### src/rtl/pipe_ctrl_pkg.sv
// Shared types and decode helpers for the pipeline control unit.
// Address fields are sized for the widest supported core (REG_AW <= 8, IR_W <= 32).
package pipe_ctrl_pkg;

    localparam int IR_W_MAX   = 32;
    localparam int REG_AW_MAX = 8;

    typedef enum logic [3:0] {
        OP_NOP   = 4'h0,
        OP_ALU1  = 4'h1,
        OP_ALU2  = 4'h2,
        OP_ALU3  = 4'h3,
        OP_ALU4  = 4'h4,
        OP_ALU5  = 4'h5,
        OP_ALU6  = 4'h6,
        OP_ALU7  = 4'h7,
        OP_LOAD  = 4'h8,
        OP_STORE = 4'h9
    } opcode_e;

    typedef enum logic [1:0] {
        FWD_RF    = 2'd0,
        FWD_EXMEM = 2'd1,
        FWD_MEMWB = 2'd2
    } fwd_sel_e;

    typedef logic [REG_AW_MAX-1:0] reg_addr_t;

    // Unused source fields are stored as r0 so downstream compares need no use flags.
    typedef struct packed {
        opcode_e   op;
        reg_addr_t rd;
        reg_addr_t rs1;
        reg_addr_t rs2;
        logic      writes;
    } stage_ctrl_t;

    localparam stage_ctrl_t STAGE_NOP = '{op: OP_NOP, rd: '0, rs1: '0, rs2: '0, writes: 1'b0};

    function automatic reg_addr_t field(input logic [IR_W_MAX-1:0] ir, input int lsb, input int reg_aw);
        reg_addr_t mask;
        mask = reg_addr_t'((1 << reg_aw) - 1);
        return reg_addr_t'(ir >> lsb) & mask;
    endfunction

    function automatic logic is_alu(input opcode_e op);
        return (op != OP_NOP) && !op[3];
    endfunction

    function automatic stage_ctrl_t decode(input logic [IR_W_MAX-1:0] ir, input int ir_w, input int reg_aw);
        stage_ctrl_t s;
        logic [3:0]  raw;
        logic        rd_use, rs1_use, rs2_use;
        raw     = 4'(ir >> (ir_w - 4));
        rd_use  = (raw >= 4'h1) && (raw <= 4'h8);
        rs1_use = (raw >= 4'h1) && (raw <= 4'h9);
        rs2_use = ((raw >= 4'h1) && (raw <= 4'h7)) || (raw == 4'h9);
        // NOTE: start from a full default so every field is assigned on every path.
        s = STAGE_NOP;
        if (raw <= 4'h9) s.op = opcode_e'(raw);
        if (rd_use)  s.rd  = field(ir, ir_w - 4 - reg_aw, reg_aw);
        if (rs1_use) s.rs1 = field(ir, ir_w - 4 - 2 * reg_aw, reg_aw);
        if (rs2_use) s.rs2 = field(ir, ir_w - 4 - 3 * reg_aw, reg_aw);
        s.writes = (s.rd != '0);
        return s;
    endfunction

endpackage

### src/rtl/pipe_ctrl_if.sv
// Handshake bundle between the fetch/decode front end and the pipeline control unit.
interface pipe_ctrl_if #(
    parameter int IR_W   = 16,
    parameter int REG_AW = 4
);
    logic [IR_W-1:0]   i_ir_id;
    logic              i_hold;
    logic              o_stall;
    logic [2:0]        o_alu_sel;
    logic              o_mem_rd_en;
    logic              o_mem_wr_en;
    logic [REG_AW-1:0] o_addr_rd_r;
    logic              o_registers_rd_en;
    logic [1:0]        o_fwd_a;
    logic [1:0]        o_fwd_b;

    modport master (
        output i_ir_id, i_hold,
        input  o_stall, o_alu_sel, o_mem_rd_en, o_mem_wr_en,
               o_addr_rd_r, o_registers_rd_en, o_fwd_a, o_fwd_b
    );

    modport slave (
        input  i_ir_id, i_hold,
        output o_stall, o_alu_sel, o_mem_rd_en, o_mem_wr_en,
               o_addr_rd_r, o_registers_rd_en, o_fwd_a, o_fwd_b
    );
endinterface

### src/rtl/pipe_ctrl_hazard.sv
// Combinational RAW-hazard stall and operand-forwarding select logic.
// PIPE_CTRL_FWD_EN builds the forwarding compares and restricts stalls to load-use.
module pipe_ctrl_hazard
    import pipe_ctrl_pkg::*;
(
    input  stage_ctrl_t id,
    input  stage_ctrl_t ex,
    input  stage_ctrl_t mem,
    input  stage_ctrl_t wb,
    output logic        stall,
    output fwd_sel_e    fwd_a,
    output fwd_sel_e    fwd_b
);

    function automatic logic hit(input reg_addr_t src, input stage_ctrl_t st);
        return (src != '0) && st.writes && (st.rd == src);
    endfunction

    // Not every field feeds logic in every build; fold them into one sink.
    logic unused_bits;
    assign unused_bits = ^{id, ex, mem, wb};

`ifdef PIPE_CTRL_FWD_EN
    function automatic fwd_sel_e pick(input reg_addr_t src, input stage_ctrl_t m, input stage_ctrl_t w);
        if (hit(src, m)) return FWD_EXMEM;
        if (hit(src, w)) return FWD_MEMWB;
        return FWD_RF;
    endfunction

    // A load's data only exists after MEM, so the consumer must wait one slot.
    assign stall = (ex.op == OP_LOAD) && (hit(id.rs1, ex) || hit(id.rs2, ex));
    assign fwd_a = pick(ex.rs1, mem, wb);
    assign fwd_b = pick(ex.rs2, mem, wb);
`else
    // The register file has no write-through, so a writer still in WB blocks the read.
    assign stall = hit(id.rs1, ex) || hit(id.rs1, mem) || hit(id.rs1, wb) ||
                   hit(id.rs2, ex) || hit(id.rs2, mem) || hit(id.rs2, wb);
    assign fwd_a = FWD_RF;
    assign fwd_b = FWD_RF;
`endif

endmodule

### src/rtl/pipe_ctrl.sv
// In-order pipeline control: decodes ID and carries control through EX, MEM and WB.
// Forwarding is compiled in with PIPE_CTRL_FWD_EN. Requires IR_W >= 4 + 3*REG_AW.
module pipe_ctrl
    import pipe_ctrl_pkg::*;
#(
    parameter int IR_W   = 16,
    parameter int REG_AW = 4
) (
    input  logic        clk,
    input  logic        rst_n,
    pipe_ctrl_if.slave  bus
);

    stage_ctrl_t id_dec;
    stage_ctrl_t ex_q, mem_q, wb_q;
    logic        stall;
    fwd_sel_e    fwd_a, fwd_b;

    assign id_dec = decode(IR_W_MAX'(bus.i_ir_id), IR_W, REG_AW);

    pipe_ctrl_hazard u_hazard (
        .id    (id_dec),
        .ex    (ex_q),
        .mem   (mem_q),
        .wb    (wb_q),
        .stall (stall),
        .fwd_a (fwd_a),
        .fwd_b (fwd_b)
    );

    // NOTE: non-blocking assignments let MEM capture the old EX value on the same edge EX reloads.
    always_ff @(posedge clk or negedge rst_n) begin
        if (!rst_n) begin
            ex_q  <= STAGE_NOP;
            mem_q <= STAGE_NOP;
            wb_q  <= STAGE_NOP;
        end else if (!bus.i_hold) begin
            ex_q  <= stall ? STAGE_NOP : id_dec;
            mem_q <= ex_q;
            wb_q  <= mem_q;
        end
    end

    assign bus.o_stall           = stall;
    assign bus.o_alu_sel         = is_alu(ex_q.op) ? ex_q.op[2:0] : 3'd0;
    assign bus.o_mem_rd_en       = (mem_q.op == OP_LOAD);
    assign bus.o_mem_wr_en       = (mem_q.op == OP_STORE);
    assign bus.o_addr_rd_r       = wb_q.rd[REG_AW-1:0];
    assign bus.o_registers_rd_en = wb_q.writes;
    assign bus.o_fwd_a           = fwd_a;
    assign bus.o_fwd_b           = fwd_b;

endmodule

### src/flat_wrapper.sv
// flat-port wrapper written by rule: the top's interface ports become plain ports
module pipe_ctrl_flat import pipe_ctrl_pkg::*;
#(
    parameter int IR_W   = 16,
    parameter int REG_AW = 4
)
  (clk, rst_n, bus_i_ir_id, bus_i_hold, bus_o_stall, bus_o_alu_sel, bus_o_mem_rd_en, bus_o_mem_wr_en, bus_o_addr_rd_r, bus_o_registers_rd_en, bus_o_fwd_a, bus_o_fwd_b);
  pipe_ctrl_if #(.IR_W(IR_W), .REG_AW(REG_AW)) bus_i ();
  input  logic clk;
  input  logic rst_n;
  input wire logic [$bits(bus_i.i_ir_id)-1:0] bus_i_ir_id;
  input wire logic [$bits(bus_i.i_hold)-1:0] bus_i_hold;
  output wire logic [$bits(bus_i.o_stall)-1:0] bus_o_stall;
  output wire logic [$bits(bus_i.o_alu_sel)-1:0] bus_o_alu_sel;
  output wire logic [$bits(bus_i.o_mem_rd_en)-1:0] bus_o_mem_rd_en;
  output wire logic [$bits(bus_i.o_mem_wr_en)-1:0] bus_o_mem_wr_en;
  output wire logic [$bits(bus_i.o_addr_rd_r)-1:0] bus_o_addr_rd_r;
  output wire logic [$bits(bus_i.o_registers_rd_en)-1:0] bus_o_registers_rd_en;
  output wire logic [$bits(bus_i.o_fwd_a)-1:0] bus_o_fwd_a;
  output wire logic [$bits(bus_i.o_fwd_b)-1:0] bus_o_fwd_b;
  assign bus_i.i_ir_id = bus_i_ir_id;
  assign bus_i.i_hold = bus_i_hold;
  assign bus_o_stall = bus_i.o_stall;
  assign bus_o_alu_sel = bus_i.o_alu_sel;
  assign bus_o_mem_rd_en = bus_i.o_mem_rd_en;
  assign bus_o_mem_wr_en = bus_i.o_mem_wr_en;
  assign bus_o_addr_rd_r = bus_i.o_addr_rd_r;
  assign bus_o_registers_rd_en = bus_i.o_registers_rd_en;
  assign bus_o_fwd_a = bus_i.o_fwd_a;
  assign bus_o_fwd_b = bus_i.o_fwd_b;
  pipe_ctrl #(.IR_W(IR_W), .REG_AW(REG_AW)) u_core (.clk(clk), .rst_n(rst_n), .bus(bus_i));
endmodule
### config.mk
export PLATFORM = sky130hd
export DESIGN_NAME = pipe_ctrl_flat
export DESIGN_NICKNAME = d
export VERILOG_FILES = /design/src/rtl/pipe_ctrl_pkg.sv /design/src/rtl/pipe_ctrl_if.sv /design/src/rtl/pipe_ctrl_hazard.sv /design/src/rtl/pipe_ctrl.sv /design/src/flat_wrapper.sv
export SDC_FILE = /design/constraint.sdc
export NUM_CORES = 1
export LEC_CHECK = 0
export CAP_MARGIN = 40
export CORE_MARGIN = 2
export CORE_UTILIZATION = 48
export DETAILED_ROUTE_END_ITERATION = 6
export GPL_TIMING_DRIVEN = 0
export HOLD_SLACK_MARGIN = 0.05
export PLACE_DENSITY = 0.78
export SLEW_MARGIN = 15
export SYNTH_ARGS = -nofsm -noshare
export SYNTH_HDL_FRONTEND = slang
export SYNTH_SLANG_ARGS = --single-unit
### constraint.sdc
create_clock -name clk -period 6.3 [get_ports clk]
set_input_delay 0.945 -clock clk [delete_from_list [all_inputs] [get_ports clk]]
set_output_delay 0.945 -clock clk [all_outputs]
set_load 0.02 [all_outputs]
; Word-level counts from Yosys, hierarchy flattened
; Cells that the tools add are included.
[word_totals]
word_cells = 54
ff_bits = 35
input_bits = 19
out_inout_bits = 15
[op_classes]
n_reduce_logical = 27
mux = 6
eq_ne = 9
n_lt_le_gt_ge = 4
[ops]
columns = cell, n
row1 = $eq 8x8->1, 6
row2 = $mux 29, 1
row3 = $reduce_bool 8->1, 3
row4 = $logic_and 1x1->1, 16
row5 = $mux 4, 4
row6 = $eq 4x4->1 const B, 3
row7 = $le 4x4->1 const B, 2
row8 = $logic_or 1x1->1, 6
row9 = $ge 4x1->1 const B, 1
row10 = $le 4x3->1 const B, 1
row11 = $reduce_bool 4->1, 1
row12 = $mux 3, 1
row13 = $logic_not 1->1, 1

; Longest topological paths before layout
; Gate-level depths: netlist (run 1).
[logic_depth]
word_depth = 12
mapped_depth = 7
mapped_depth_nobuf = 6

; Modules after synthesis
; A second synthesis (run 1) with hierarchy kept.
[hier_totals]
hier_cells = 260
hier_area_um2 = 2861.5
[by_module_without_submodules]
columns = module, seq_area_each_um2, n_inst, cells_per_inst, area_per_inst_um2
row1 = pipe_ctrl, 1276.2, 1, 180, 2235.9
row2 = pipe_ctrl_hazard, 0.0, 1, 80, 625.6

; Least setup slack after synthesis (run 1)
; Ideal clock, no wire load.
[synth_path]
path_type = input to output
from = input port bus_i_ir_id[13]
to = output port bus_o_stall
n_path_buf = 1
required_time_ns = 5.355
path_slack_ns = 2.828
t_arrival_ns = 2.527
cell_stages = 7
path_cell_list = or3_1 -> buf_6 -> nand3_1 -> mux2i_1 -> nand4_1 -> a211oi_4 -> nand2b_1
[synth_between]
elab_chain_cells = 11
word_cells_on_any_way = 34
cone_classes = order compare (3) / eq/ne (7) / mux (2) / reduce/logical (22)
[synth_rtl]
columns = element, line_no
row1 = "start, declared", flat_wrapper.sv:11  ; input wire logic [$bits(bus_i.i_ir_id)-1:0] bus_i_ir_id;
row2 = $ge 4x1->1 / $le 4x4->1 (equally long branches), "pipe_ctrl_pkg.sv:56, pipe_ctrl_pkg.sv:57"
row3 = $logic_and 1x1->1, pipe_ctrl_pkg.sv:56  ; rs1_use = (raw >= 4'h1) && (raw <= 4'h9);
row4 = $mux 4, pipe_ctrl_pkg.sv:62  ; if (rs1_use) s.rs1 = field(ir, ir_w - 4 - 2 * reg_aw, reg_aw);
row5 = $reduce_bool 8->1, pipe_ctrl_hazard.sv:16  ; return (src != '0) && st.writes && (st.rd == src);
row6 = $logic_and 1x1->1 (2 in series), pipe_ctrl_hazard.sv:16
row7 = $logic_or 1x1->1 (3 in series), pipe_ctrl_hazard.sv:36  ; assign stall = hit(id.rs1, ex) || hit(id.rs1, mem) || hit(id.rs1, wb) ||
row8 = $logic_or 1x1->1, pipe_ctrl_hazard.sv:37  ; hit(id.rs2, ex) || hit(id.rs2, mem) || hit(id.rs2, wb);
row9 = $logic_or 1x1->1 *, pipe_ctrl_hazard.sv:37
row10 = "end, declared", flat_wrapper.sv:13  ; output wire logic [$bits(bus_i.o_stall)-1:0] bus_o_stall;
; Every way passes the cells marked *; elsewhere a longest branch is shown, timed or not.

; Worst setup path in the final report (run 1)
; Ends and elaborated chain as after synthesis.

==> results of run 1 <==
## flip-flops by register name, indices dropped and copies added, names as in the netlist
register and flops:
u_core.mem_q 9, u_core.ex_q 9, u_core.bus.o_registers_rd_en 1, u_core.bus.o_addr_rd_r 4
## area by class of cell
| class | count | area, um^2 |
|---|---|---|
| plain buffers | 8 | 52.6 |
| flip-flops and latches | 23 | 576 |
| clock buffers | 4 | 26.3 |
| well taps | 31 | 38.8 |
| fillers | 235 | 966 |
| multi-input cells | 112 | 805 |
| repair buffers | 30 | 318 |
## worst max path at each step
stage / slack [ns] / endpoint / startpoint
after detailed placement: 1.66 / bus_o_stall / bus_i_ir_id[13]
after global placement: 1.73 / bus_o_stall / bus_i_ir_id[13]
after floorplan: 2.83 / bus_o_stall / bus_i_ir_id[13]
after global routing: 1.49 / bus_o_stall / bus_i_ir_id[13]
final: 1.66 / bus_o_stall / bus_i_ir_id[13]
after CTS: 1.66 / bus_o_stall / bus_i_ir_id[13]
## cell usage in the layout (no fill, tap or decap), types with 4 or more instances in the layout
| cell type | instances |
|---|---|
| clkdlybuf4s50_1 | 29 |
| nand4_1 | 5 |
| nand4b_1 | 5 |
| conb_1 | 4 |
| xor2_1 | 7 |
| dfrtp_1 | 23 |
| buf_4 | 4 |
| mux2_2 | 14 |
| nand2_1 | 15 |
| nand3_1 | 7 |
| xnor2_1 | 13 |
| o21ai_0 | 10 |
## stage by stage
stage | instance area, um^2 | utilization [%]
after floorplan | 1430 | -
after global placement | 1760 | 63.3
after detailed placement | 1790 | 64.3
after CTS | 1820 | 65.3
after global routing | 1820 | 65.3
final | 1820 | 65.3
## power breakdown
group	internal [W]	leakage (nW)	switching [W]
registers	0.000169	0.300	0.0000281
clock network	0.0000248	0.0150	0.0000465
logic	0.0000740	0.421	0.0000611
## worst register-to-register path, delay by kind of cell (launching register included)
family / cells / cell delay, ns
AND/OR/NAND/NOR: 2 / 0.28
AO/OA/AOI/OAI: 3 / 1.04
flip-flops: 1 / 0.47
## cells by family after synthesis
kind of cell | Yosys count | synth area share, %
multiplexers | 16 | 12.5
buffers and inverters | 8 | 3.70
XOR/XNOR | 20 | 12.3
AO/OA/AOI/OAI | 18 | 9.24
other | 1 | 0.264
flip-flops | 23 | 40.5
AND/OR/NAND/NOR | 54 | 21.5
## layer usage
layer | routed length (um) | share of wire, % | global-route usage (%)
met1 | 1370 | 42 | 25.1
met5 | 0 | 0 | 0
met4 | 26 | 0.79 | 5.98
met2 | 1680 | 51 | 38.4
met3 | 195 | 5.9 | 1.98
==> flow_summary.toml, run 1 <==
[timing]
whs_ns = 0.525
fin_crit_sh_pct = 73.6
setup_viol = 0
worst_slack_ns = 1.66
setup_tns_ns = 0
report.final.slew_viol_count = 0
max_slew_margin_pct = 56.5
finalHoldViolCount = 0
fmax_ghz = 0.216
tightest_slew_ns = 0.653
fin_skew_ns = 0.0112
period_needed_ns = 4.64
rsz0062_at_grt = "no"

[synth]
synth.largest_area_cell = "dfrtp_1"
synthTopCellsByArea = "dfrtp_1, mux2_2, xnor2_1"
synth_top_area_share_pct = 40.5
async_flop_share_pct = 100
synth.avg_cell_area_um2 = 10.2
synth-edff-count = 0
ys.flop_type = "dfrtp_1"
ys_seq_area_share_pct = 40.5
ys_warn_count = 0
syn_inst = 140
synth_common_cells = "dfrtp_1, nand2_1, mux2_2"
syn_area_mm2 = 0.00142
synthDistinctLibCells = 33
ys_seq_elements = 23
yosysMostFrequentCell = "dfrtp_1"

[min_path]
hold_path_class = "reg2reg"
min-delay-start = "u_core.ex_q[26]"
holdPathStages = 2
min_to = "u_core.ex_q[26]"

[floorplan]
io_pins = 34
dieHeight_um = 58.4
dieArea_mm2 = 0.00341
core_area_mm2 = 0.00278
die_x_um = 58.4
rows = 19
start_util_pct = 51.1

[critical_path]
required_ns = 5.35
crit_slowest_cell = "clkdlybuf4s50_1"
critPathBufInv = 3
crit_type = "in2out"
worstPathCellList = "clkdlybuf4s50_1, or3_1, buf_6, nand3_1, mux2i_1, nand4_1, a211oi_4, nand2b_1, clkdlybuf4s50_1"
critPathTopFamily = "buffers and inverters"
ff2ff_setup_slack_ns = 4.43
cp.arrival_ns = 3.69
cp_max_fo = 10
start_kind = "input pin"
reg2reg_depth = 5
crit_path_max_incr_delay_ns = 0.60
end_kind = "primary output"
crit_top_cell = "clkdlybuf4s50_1"
reg2reg_from = "u_core.bus.o_addr_rd_r[1]"
cp.depth = 9
reg2reg_to = "u_core.ex_q[20]"

[clock_network]
cts_buffers = 3
cts_resized = 0
cts.path.max_buffers = 2
clk_pin_slew_ns = 0.13
post_cts_buffers = 0
hold_buffers = 0
clkLatencyLatePin_ns = 0.32
htreeDepth = 1
root_buffer = "clkbuf_4"
cts_num_sinks = 23
cts_tree = "built"

[detailed_routing]
first_pass_iters = 4
wl_per_cell_um = 15.8
via_per_inst = 5.74
drt_iter0_markers = 36
vias = 1194
postRouteAntennaNets = 0
drc = 0
wl_mm = 3.28

[grt]
track_usage_pct = 20.6
grt_start_max_net_pins = 17
grt_pass1_vias = 1174
grt_pass1_wl_mm = 5.33
antenna_found_initial = 0
grt_remaining_overflow = 0

[finish]
stdcell_count = 208
syn_to_final_growth_pct = 27.7
drive_above_1_share_pct = 14.7
num_antenna_cells = 0
nNetsFinal = 197

[outcome]
status = "complete, no violations"

[placement]
dp_hpwl_mm = 2.52
placed_cells = 204
gp_congestion = 0.798
port_buffers = 29
dp_slack_ns = 1.66

[power_and_ir_drop]
irDropWorstVdd_v = 0.000186
power_density_mw_per_mm2 = 222
power_w = 0.000404
p_leak_nw = 0.736

[job]
cap_violations = 0
Power figures use the tool's default switching activity.
==> run 2: changes to the inputs <==
- clock period: 6.3 -> 4.85 ns (I/O delays scaled with it)
==> results of run 2 <==
Same layout as run 1 (identical final DEF). Status: complete, no violations.
Main changes from that run: setup slack after placement 1.66 ns -> 0.647 ns; setup slack after layout 1.66 ns -> 0.648 ns; register-to-register setup slack 4.43 ns -> 2.98 ns; total power 0.000404 W -> 0.000524 W; worst IR drop on VDD 0.000186 V -> 0.000241 V
